--- config.mk ---
export PLATFORM = sky130hd
export DESIGN_NAME = kv_table
export DESIGN_NICKNAME = d
export VERILOG_FILES = /design/src/rtl/kv_pkg.sv /design/src/rtl/kv_table.sv
export SDC_FILE = /design/constraint.sdc
export NUM_CORES = 1
export LEC_CHECK = 0
export ABC_AREA = 1
export CORE_UTILIZATION = 30
export CTS_CLUSTER_SIZE = 14
export DETAILED_ROUTE_END_ITERATION = 7
export PLACE_DENSITY = 0.41
export SKIP_LAST_GASP = 1
export SYNTH_ARGS = -nofsm -noshare
export SYNTH_HDL_FRONTEND = slang
export SYNTH_SLANG_ARGS = --single-unit
--- constraint.sdc ---
create_clock -name clk -period 16.84 [get_ports clk]
set_clock_uncertainty 0.2 [all_clocks]
set_input_delay 2.526 -clock clk [delete_from_list [all_inputs] [get_ports clk]]
set_output_delay 2.526 -clock clk [all_outputs]
set_load 0.05 [all_outputs]
--- src/rtl/kv_pkg.sv ---
// Shared encodings for the key/value path: request ops, response status,
// and default key/value widths (also used by the key extractor).
package kv_pkg;

  localparam int KEY_W_DEF = 32;
  localparam int VAL_W_DEF = 32;

  typedef enum logic [1:0] {
    OP_PUT   = 2'b00,
    OP_GET   = 2'b01,
    OP_DEL   = 2'b10,
    OP_CLEAR = 2'b11
  } op_e;

  typedef enum logic [1:0] {
    ST_OK        = 2'b00,
    ST_NOT_FOUND = 2'b01,
    ST_FULL      = 2'b10,
    ST_BAD_OP    = 2'b11
  } status_e;

endpackage

--- src/rtl/kv_table.sv ---
// Small associative key/value table, linear search one entry per clock.
// Optional KV_TABLE_CLEAR_EN enables op 11 (CLEAR); otherwise it answers BAD_OP.
module kv_table
  import kv_pkg::*;
#(
  parameter int DEPTH = 8,
  parameter int KEY_W = KEY_W_DEF,
  parameter int VAL_W = VAL_W_DEF
) (
  input  logic                       clk,
  input  logic                       rst_n,
  input  logic                       req_valid,
  output logic                       req_ready,
  input  logic [1:0]                 req_op,
  input  logic [KEY_W-1:0]           req_key,
  input  logic [VAL_W-1:0]           req_val,
  output logic                       rsp_valid,
  input  logic                       rsp_ready,
  output logic [1:0]                 rsp_status,
  output logic [VAL_W-1:0]           rsp_val,
  output logic [$clog2(DEPTH+1)-1:0] count
);

  localparam int IW = $clog2(DEPTH);
  localparam int CW = $clog2(DEPTH+1);

  typedef enum logic [1:0] {IDLE, SEARCH, RESP} state_t;

  state_t              state, state_nx;
  op_e                 op_q;
  logic [KEY_W-1:0]    key_q;
  logic [VAL_W-1:0]    val_q;
  logic [IW-1:0]       idx, free_idx, put_idx;
  logic                free_found;
  logic [DEPTH-1:0]    valid;
  logic [KEY_W-1:0]    keys [DEPTH];
  logic [VAL_W-1:0]    vals [DEPTH];
  logic [CW-1:0]       count_q;
  status_e             status_q;
  logic [VAL_W-1:0]    rsp_val_q;
  logic                accept, scan_hit, scan_end, slot_free, put_write;

  always_ff @(posedge clk or negedge rst_n) begin
    if (!rst_n) state <= IDLE;
    else        state <= state_nx;
  end

  // One shared comparator on the scanned entry; PUT targets the hit, else the lowest free slot.
  always_comb begin
    state_nx  = state;
    req_ready = 1'b0;
    rsp_valid = 1'b0;
    accept    = 1'b0;
    put_write = 1'b0;
    scan_hit  = valid[idx] && (keys[idx] == key_q);
    scan_end  = scan_hit || (idx == IW'(DEPTH-1));
    slot_free = free_found || !valid[idx];
    put_idx   = (scan_hit || !free_found) ? idx : free_idx;
    case (state)
      IDLE: begin
        req_ready = 1'b1;
        if (req_valid) begin
          accept   = 1'b1;
          state_nx = (op_e'(req_op) == OP_CLEAR) ? RESP : SEARCH;
        end
      end
      SEARCH: begin
        if (scan_end) begin
          state_nx  = RESP;
          put_write = (op_q == OP_PUT) && (scan_hit || slot_free);
        end
      end
      RESP: begin
        rsp_valid = 1'b1;
        if (rsp_ready) state_nx = IDLE;
      end
      default: state_nx = IDLE;
    endcase
  end

  always_ff @(posedge clk or negedge rst_n) begin
    if (!rst_n) begin
      op_q       <= OP_PUT;
      key_q      <= '0;
      val_q      <= '0;
      idx        <= '0;
      free_idx   <= '0;
      free_found <= 1'b0;
      valid      <= '0;
      count_q    <= '0;
      status_q   <= ST_OK;
      rsp_val_q  <= '0;
    end else begin
      if (accept) begin
        op_q       <= op_e'(req_op);
        key_q      <= req_key;
        val_q      <= req_val;
        idx        <= '0;
        free_found <= 1'b0;
        rsp_val_q  <= '0;
        if (op_e'(req_op) == OP_CLEAR) begin
`ifdef KV_TABLE_CLEAR_EN
          valid    <= '0;
          count_q  <= '0;
          status_q <= ST_OK;
`else
          status_q <= ST_BAD_OP;
`endif
        end
      end
      if (state == SEARCH) begin
        if (scan_end) begin
          case (op_q)
            OP_PUT: begin
              if (scan_hit) status_q <= ST_OK;
              else if (slot_free) begin
                valid[put_idx] <= 1'b1;
                count_q        <= count_q + CW'(1);
                status_q       <= ST_OK;
              end else status_q <= ST_FULL;
            end
            OP_GET: begin
              if (scan_hit) begin
                status_q  <= ST_OK;
                rsp_val_q <= vals[idx];
              end else status_q <= ST_NOT_FOUND;
            end
            OP_DEL: begin
              if (scan_hit) begin
                valid[idx] <= 1'b0;
                count_q    <= count_q - CW'(1);
                status_q   <= ST_OK;
              end else status_q <= ST_NOT_FOUND;
            end
            default: status_q <= ST_BAD_OP;
          endcase
        end else begin
          idx <= idx + IW'(1);
          if (!free_found && !valid[idx]) begin
            free_found <= 1'b1;
            free_idx   <= idx;
          end
        end
      end
    end
  end

  // Key/value storage carries no reset; only the valid bits define occupancy.
  always_ff @(posedge clk) begin
    if (put_write) begin
      keys[put_idx] <= key_q;
      vals[put_idx] <= val_q;
    end
  end

  assign rsp_status = status_q;
  assign rsp_val    = rsp_val_q;
  assign count      = count_q;

endmodule
==> impl_summary.md, run 1 <==
Clock tree
Buffers added to address setup during post-CTS repair amount to 0. Clock-pin slew was measured on the worst setup and hold paths at 60 ps. Clock latency on the worst-skew pair, taken at its later pin, is 630 ps. In this run the clock root is driven by a sky130_fd_sc_hd__clkbuf_16. The number of buffers on the longest clock path is 3. The tree built by TritonCTS fans out to 633 sinks. The number of buffers created by CTS is 73. The number of gates given a new drive strength after cts is 0.

The number of hold buffers added after CTS was 0. The H-tree depth reported by CTS is 3. The CTS tree is done.

Timing
The hold violation total from the final report came to 0. Timing would allow up to 0.148 GHz. The final critical delay including setup and external delays is 6750 ps.

The setup TNS after final layout is 0 ps. Setup repair after global routing left no endpoint under its margin. Measured against its own limit, the worst slew margin works out to 16.9%.

The ratio of final minimum period to clock period is 40.1%. The final critical-path setup slack is 10090 ps. The number of setup violations in the final report is 0. For the pin with the worst max-slew slack, the measured transition is 1250 ps. The final max-slew violation count came to 0. On the final layout, the worst hold slack is 275 ps.

GRT
For this run the aggregate overflow at the end of global routing stands at 0. The number of global-route vias before repair is 16500. For this run, the total global-route usage over all layers was measured as 16.2%.

The first global-routing pass estimated 105000 um of wire. The initial antenna violation count came to 0. Entering global routing, the biggest net connects 81 pins.

Placement
The post-placement worst setup slack is 9800 ps. The post-placement cell area is 0.0280 mm^2. The placer congestion estimate is 0.765. The number of buffers inserted by port buffering is 109. The post-DP HPWL is 38400 um. The placed instance count is 3420.

Logic synthesis
Synthesis instantiated 44 different standard cells from the library. The average cell area after synthesis is 11.4 um^2. The number of cells produced by synthesis is 2247. The prevailing post-synth register cell is sky130_fd_sc_hd__edfxtp_1. Yosys attributes the largest share of cell area to sky130_fd_sc_hd__edfxtp_1, sky130_fd_sc_hd__dfrtp_1, sky130_fd_sc_hd__nand2_1, sky130_fd_sc_hd__inv_1, sky130_fd_sc_hd__nand3_1.

Counting flops with a built-in enable in the synthesized netlist gives 512. The synthesized netlist occupies a cell area of 0.0256 mm^2. Counting flops and latches in the post-synthesis netlist gives 633. The sequential element share of the synthesized area is 71.8%. The post-synth net total is 2325. The cell type contributing the most total cell area after synthesis is sky130_fd_sc_hd__edfxtp_1. The Yosys step of the flow raised 0 warnings. Counting flops with an async set or reset pin after synthesis yields a share of 19.1%. The proportion of netlist area held by the largest area contributor is 60.0%.

Critical path
The maximum fanout along the worst path is 77. The start point of the critical path is idx[0]$_DFF_PN0_. Together, buffers and inverters on the worst path number 4.

Traced cell by cell, the critical path runs through clkinv_2 > buf_4 > nand2_1 > nand3_1 > nand2_1 > inv_1 > nand2_1 > nor2_1 > nor2_1 > nand2_1 > nor2_1 > nand3_1 > nor2_2 > nand2_2 > nand2_4 > nand2_4 > nor2_1 > o21ai_2 > nor2_4 > buf_4. The worst setup path is launched from a register. The arrival time of data at the critical path endpoint is 6790 ps. The kind of end point of the critical path is a register. On the critical path, the stage with the largest delay is an instance of sky130_fd_sc_hd__dfrtp_4. On the worst path, the slowest cell contributes a delay of 970 ps.

The beginning of the worst register-to-register path is idx[0]$_DFF_PN0_. The cell family contributing the most delay on the critical path is simple AND/OR/NAND/NOR gates. The worst setup path is of the reg -> reg kind. STA puts the critical path data required time at 16880 ps.

Route
The total wire length is 69100 um. The detailed-routing iteration count for the pre-antenna-repair pass is 5. The number of remaining DRC errors is 0. For this block, the initial DRC count from the detailed router was 853.

The wire length per cell is 19.4 um. Using the TritonRoute via totals, the vias-per-cell ratio works out to 4.56. The routed layout has 16200 vias. In this run the remaining antenna-violating nets after routing total 0.

Power
The power density normalized to cell area is 166 mW/mm^2. The peak ir drop on the vdd network is 0.0000878 V. The power consumption is 5.06 mW.

In this run the static leakage power is 11.9 nW.

Min path
The start point of the worst min-delay path is count[3]$_DFFE_PN0P_. The path class of the tightest hold or removal check is reg -> reg.

Flow run
The number of max-cap violations is 0.

Cells and area
Of the cells placed in the final design, the portion with a size suffix greater than 1 is 7.77%. The antenna diode count is 0. The non-filler instance count after layout is 3554. The area overhead of the layout relative to synthesis is 18.5%. The final layout contains 2439 nets. After routing the design area is 0.0304 mm^2. Cells fill 36.1% of the core in the end.

Floorplanning
In this run the count of I/O pins placed on the die edge is 110. The width of the chip is 294 um. The floorplan die height is 294 um.

Row generation in the floorplan step produced 106 rows. The area of the die is 0.0867 mm^2. Once the floorplan was initialized, standard cells occupied 30.5% of the core. The core outline area is 0.0841 mm^2.

Status
The run finished with clean final reports.
==> synthesized netlist by cell type, drive strengths merged (2+ instances only) <==
library cell / number
clkbuf: 46
a221oi: 27
inv: 213
o31ai: 2
dfrtp: 121
buf: 48
nand2: 781
ha: 7
o21ai: 101
xnor2: 3
nand3: 131
nor3: 4
o21bai: 4
edfxtp: 512
xor2: 6
nand4: 26
nand3b: 4
or2: 13
a22o: 17
o211ai: 6
a21oi: 14
a22oi: 39
nor2: 115
==> layout make-up <==
| type | count | area (um^2) |
|---|---|---|
| flip-flops and latches | 633 | 18400 |
| fillers | 8377 | 53700 |
| inverters | 214 | 807 |
| clock buffers | 96 | 2050 |
| clock inverters | 38 | 377 |
| well taps | 1134 | 1420 |
| repair buffers | 133 | 1270 |
| multi-input cells | 1306 | 6050 |
==> per-layer routing <==
layer  GRT usage (%)  vias up  share of wire (%)
li1                -     7825                  -
met3            2.57       89                3.4
met5               0        -                  0
met4            4.55        0                2.1
met1            22.0     8010                 47
met2            26.8      270                 47
==> cells in the final DEF, fill, tap and decap left out, drive strengths merged <==
master,instances
nand2,781
edfxtp,512
inv,216
nand3,131
dfrtp,121
nor2,115
clkdlybuf4s50,108
o21ai,101
clkbuf,96
a22oi,39
clkinv,29
a221oi,27
nand4,26
buf,25
a22o,17
a21oi,14
or2,13
ha,7
o211ai,6
xor2,6
o21bai,4
nand3b,4
clkinvlp,4
nor3,4
xnor2,3
bufinv,3
o31ai,2
a32o,1
a221o,1
o22ai,1
a21boi,1
a41o,1
fa,1
==> state kept, by name, indices dropped and copies added (netlist names), 4 cells and up <==
signal	flops
count	4
keys	256
val_q	32
rsp_val	32
valid	8
key_q	32
vals	256
==> worst register-to-register path, cell delays in order, from the launching register on <==
cell                       delay, ps
sky130_fd_sc_hd__dfrtp_4         970
sky130_fd_sc_hd__clkinv_2        760
sky130_fd_sc_hd__buf_4           630
sky130_fd_sc_hd__nand2_1         230
sky130_fd_sc_hd__nand3_1          90
sky130_fd_sc_hd__nand2_1         110
sky130_fd_sc_hd__inv_1            40
sky130_fd_sc_hd__nand2_1          60
sky130_fd_sc_hd__nor2_1           50
sky130_fd_sc_hd__nor2_1          120
sky130_fd_sc_hd__nand2_1          60
sky130_fd_sc_hd__nor2_1          280
sky130_fd_sc_hd__nand3_1         150
sky130_fd_sc_hd__nor2_2          150
sky130_fd_sc_hd__nand2_2         180
sky130_fd_sc_hd__nand2_4         140
sky130_fd_sc_hd__nand2_4          80
sky130_fd_sc_hd__nor2_1          170
sky130_fd_sc_hd__o21ai_2         280
sky130_fd_sc_hd__nor2_4          860
sky130_fd_sc_hd__buf_4           750
==> worst paths after layout <==
path	endpoint	slack [ps]	depth (start not counted)
worst min register to register	count[3]$_DFFE_PN0P_	270	1
worst min-delay path	count[3]$_DFFE_PN0P_	270	1
worst max register to register	vals[5][0]$_DFFE_PP_	10090	20
min in group asynchronous	val_q[13]$_DFFE_PN0P_	1680	1
max in group asynchronous	key_q[19]$_DFFE_PN0P_	13430	2
worst max-delay path	vals[5][0]$_DFFE_PP_	10090	20
==> logic make-up (layout without fill, tap and decap cells) <==
| logic type | after synthesis | after routing | synth area share, % |
|---|---|---|---|
| XOR/XNOR | 9 | 9 | 0.307 |
| AO/OA/AOI/OAI | 215 | 215 | 5.43 |
| adder cells (fa/ha/maj) | 8 | 8 | 0.420 |
| buffers and inverters | 308 | 481 | 4.99 |
| flip-flops | 633 | 633 | 71.8 |
| AND/OR/NAND/NOR | 1074 | 1074 | 17.1 |
==> report_power, final <==
part	switching, mW	internal (mW)
Combinational	0.874	0.376
Sequential	0.255	1.97
Clock	0.660	0.916
Total	1.79	3.27
Power figures use the tool's default switching activity.
==> run 2: changes to the inputs <==
--- a/config.mk
+++ b/config.mk
@@ -9,7 +9,7 @@
 export CORE_UTILIZATION = 30
 export CTS_CLUSTER_SIZE = 14
 export DETAILED_ROUTE_END_ITERATION = 7
-export PLACE_DENSITY = 0.41
+export PLACE_DENSITY = 0.43
 export SKIP_LAST_GASP = 1
 export SYNTH_ARGS = -nofsm -noshare
 export SYNTH_HDL_FRONTEND = slang
==> constraint.sdc (replaced) <==
create_clock -name clk -period 5.7 [get_ports clk]
set_clock_uncertainty 0.2 [all_clocks]
set_input_delay 0.855 -clock clk [delete_from_list [all_inputs] [get_ports clk]]
set_output_delay 0.855 -clock clk [all_outputs]
set_load 0.05 [all_outputs]
==> run 2 against run 1 <==
Setup slack got worse by 9000 ps; total power increased to 2.9 times the previous value; die area unchanged.
==> impl_summary.md, run 2 (same netlist as run 1, synthesis figures left out) <==
Status
The run finished with clean final reports.

Cells and area
The top cell types in the final layout, fill and taps aside, are sky130_fd_sc_hd__nand2_1, sky130_fd_sc_hd__edfxtp_1, sky130_fd_sc_hd__inv_1. The fraction of final layout cells with drive strength greater than 1 is 8.12%. The number of nets in the finished design is 2456. The largest registers in the layout are keys (256), vals (256). The library cell used most frequently in the layout, excluding fill and tap cells, is sky130_fd_sc_hd__nand2_1. The final design instance area without fill is 0.0305 mm^2.

0 antenna diodes ended up in the layout. The area overhead of the layout relative to synthesis is 19.1%.

Placement
The post-placement cell area is 0.0282 mm^2. The post-DP HPWL is 38000 um. The number of buffers inserted by port buffering is 109. The placer congestion estimate is 0.757. OpenSTA, run right after detailed placement, puts the worst setup slack at 976 ps.

Clock tree
The number of setup buffers added after CTS is 0. The later pin in the worst-skew pair is clocked with a latency of 610 ps. The H-tree depth reported by CTS is 3. Gates resized during post-CTS repair numbered 0. TritonCTS built the clock tree.

The number of buffers created by CTS is 73. The number of hold buffers added after cts is 0. The CTS clock-pin slew for the worst setup and hold paths is 60 ps. The tree is rooted in a sky130_fd_sc_hd__clkbuf_16.

The number of buffers on the longest clock path is 3. The total clock sinks is 633.

Min path
The tightest min-delay check is of the in -> async type.

Timing
The worst hold-check slack is 46.8 ps. Counting I/O delays and the setup requirement, the final critical path takes 4650 ps. The hold violation total from the final report is 0. For the pin with the worst max-slew slack, the measured transition is 973 ps. Setup violations remaining at the end of the flow were counted as 0. The worst slew margin relative to its limit is 35.1%.

The maximum clock frequency is 0.215 GHz. The setup TNS after final layout is 0 ps. The final max-slew violation count was 0. Setup repair after global routing left no endpoint under its margin. The ratio of final minimum period to clock period is 81.6%. The final critical-path setup slack is 1050 ps.

GRT
The aggregate global-route resource usage is 16.4%. The number of global-route vias before repair is 16600. Entering global routing, the biggest net connects 87 pins. Global routing finished with a remaining overflow of 0. The initial antenna violation count is 0. The first global-routing pass estimated 106000 um of wire.

Power
The power density normalized to cell area is 484 mW/mm^2. The peak ir drop on the vdd network is 0.000288 V. For this design the static power due to leakage is 12.0 nW.

The design draws 14.8 mW.

Route
The wire length per cell is 19.5 um. The first detailed-routing pass ran for 5 iterations. The via count is 16300.

The number of DRC violations after detailed-routing iteration 0 is 1028. The number of remaining DRC errors is 0. The post-detailed-route count of antenna-violating nets is 0. The total wire length is 69500 um. The via-per-instance ratio is 4.56.

Floorplanning
The area of the die is 0.0867 mm^2. The effective utilization at floorplan is 30.5%. The die is 294 um tall. 110 I/O pins were placed. After floorplanning, the core was sized to cover 0.0841 mm^2.

The site row count is 106. The width of the chip is 294 um.

Critical path
The maximum fanout along the worst path is 47. The data required time at the worst endpoint is 5740 ps. STA puts the critical path data arrival time at 4690 ps. The number of cells on the worst reg-to-reg path is 18. The kind of end point of the critical path is a register. The category of the worst setup path launch point is a register.

The critical path class is reg -> reg.

Flow run
The number of max-cap violations is 0.
[run 2: cell count changes in the layout (fill, tap and decap cells not counted), sizes merged]
cell      previous run  this run
bufinv               3         2
inv                216       214
clkinvlp             4         2
buf                 25        42
clkinv              29        27
clkbuf              96       103
[run 2: power breakdown]
group / internal, mW / switching (mW)
Combinational: 1.15 / 2.63
Sequential: 5.83 / 0.676
Clock: 2.60 / 1.88
[run 2: final cells by class]
class                   instances  area, um^2
inverters                     214         807
well taps                    1134        1420
repair buffers                150        1550
clock buffers                 103        2040
clock inverters                31         256
fillers                      8266       53600
flip-flops and latches        633       18400
multi-input cells            1306        6050
[run 2: metrics by stage]
| stage | util (%) | cells |
|---|---|---|
| after global placement | 33.6 | 3437 |
| final | 36.3 | 3571 |
| after floorplan | - | 2247 |
| after global routing | 36.3 | 3571 |
| after CTS | 36.3 | 3571 |
| after detailed placement | 33.6 | 3437 |
[run 2: per-layer routing]
layer	share of wire [%]	global-route usage, %	vias up
met5	0	0	-
met4	2.2	4.31	0
met3	3.6	2.35	94
met2	48	27.4	279
met1	46	22.1	8051
li1	-	-	7859
[run 2: worst max-delay path, cell delays in order, from the launching register on]
cell	delay [ps]
sky130_fd_sc_hd__dfrtp_4	760
sky130_fd_sc_hd__buf_4	550
sky130_fd_sc_hd__nand2_1	130
sky130_fd_sc_hd__nand3_1	120
sky130_fd_sc_hd__nand2_1	70
sky130_fd_sc_hd__nor2_1	110
sky130_fd_sc_hd__nand2_1	50
sky130_fd_sc_hd__nand2_1	160
sky130_fd_sc_hd__nand4_1	100
sky130_fd_sc_hd__nor2_1	160
sky130_fd_sc_hd__nand2_1	80
sky130_fd_sc_hd__nor2_1	160
sky130_fd_sc_hd__nand2_2	170
sky130_fd_sc_hd__nand2_4	130
sky130_fd_sc_hd__nand2_4	80
sky130_fd_sc_hd__nor2_1	170
sky130_fd_sc_hd__o21ai_2	290
sky130_fd_sc_hd__nor2_4	230
sky130_fd_sc_hd__buf_4	480
[run 2: final timing paths]
check / start / endpoint / slack, ps
max: idx[0]$_DFF_PN0_ / vals[0][29]$_DFFE_PP_ / 1050
min: rst_n / rsp_val[13]$_DFF_PN0_ / 50
max reg2reg: idx[0]$_DFF_PN0_ / vals[0][29]$_DFFE_PP_ / 1050
min reg2reg: count[3]$_DFFE_PN0P_ / count[3]$_DFFE_PN0P_ / 290
max in group asynchronous: rst_n / key_q[19]$_DFFE_PN0P_ / 4420
min in group clk: count[3]$_DFFE_PN0P_ / count[3]$_DFFE_PN0P_ / 290
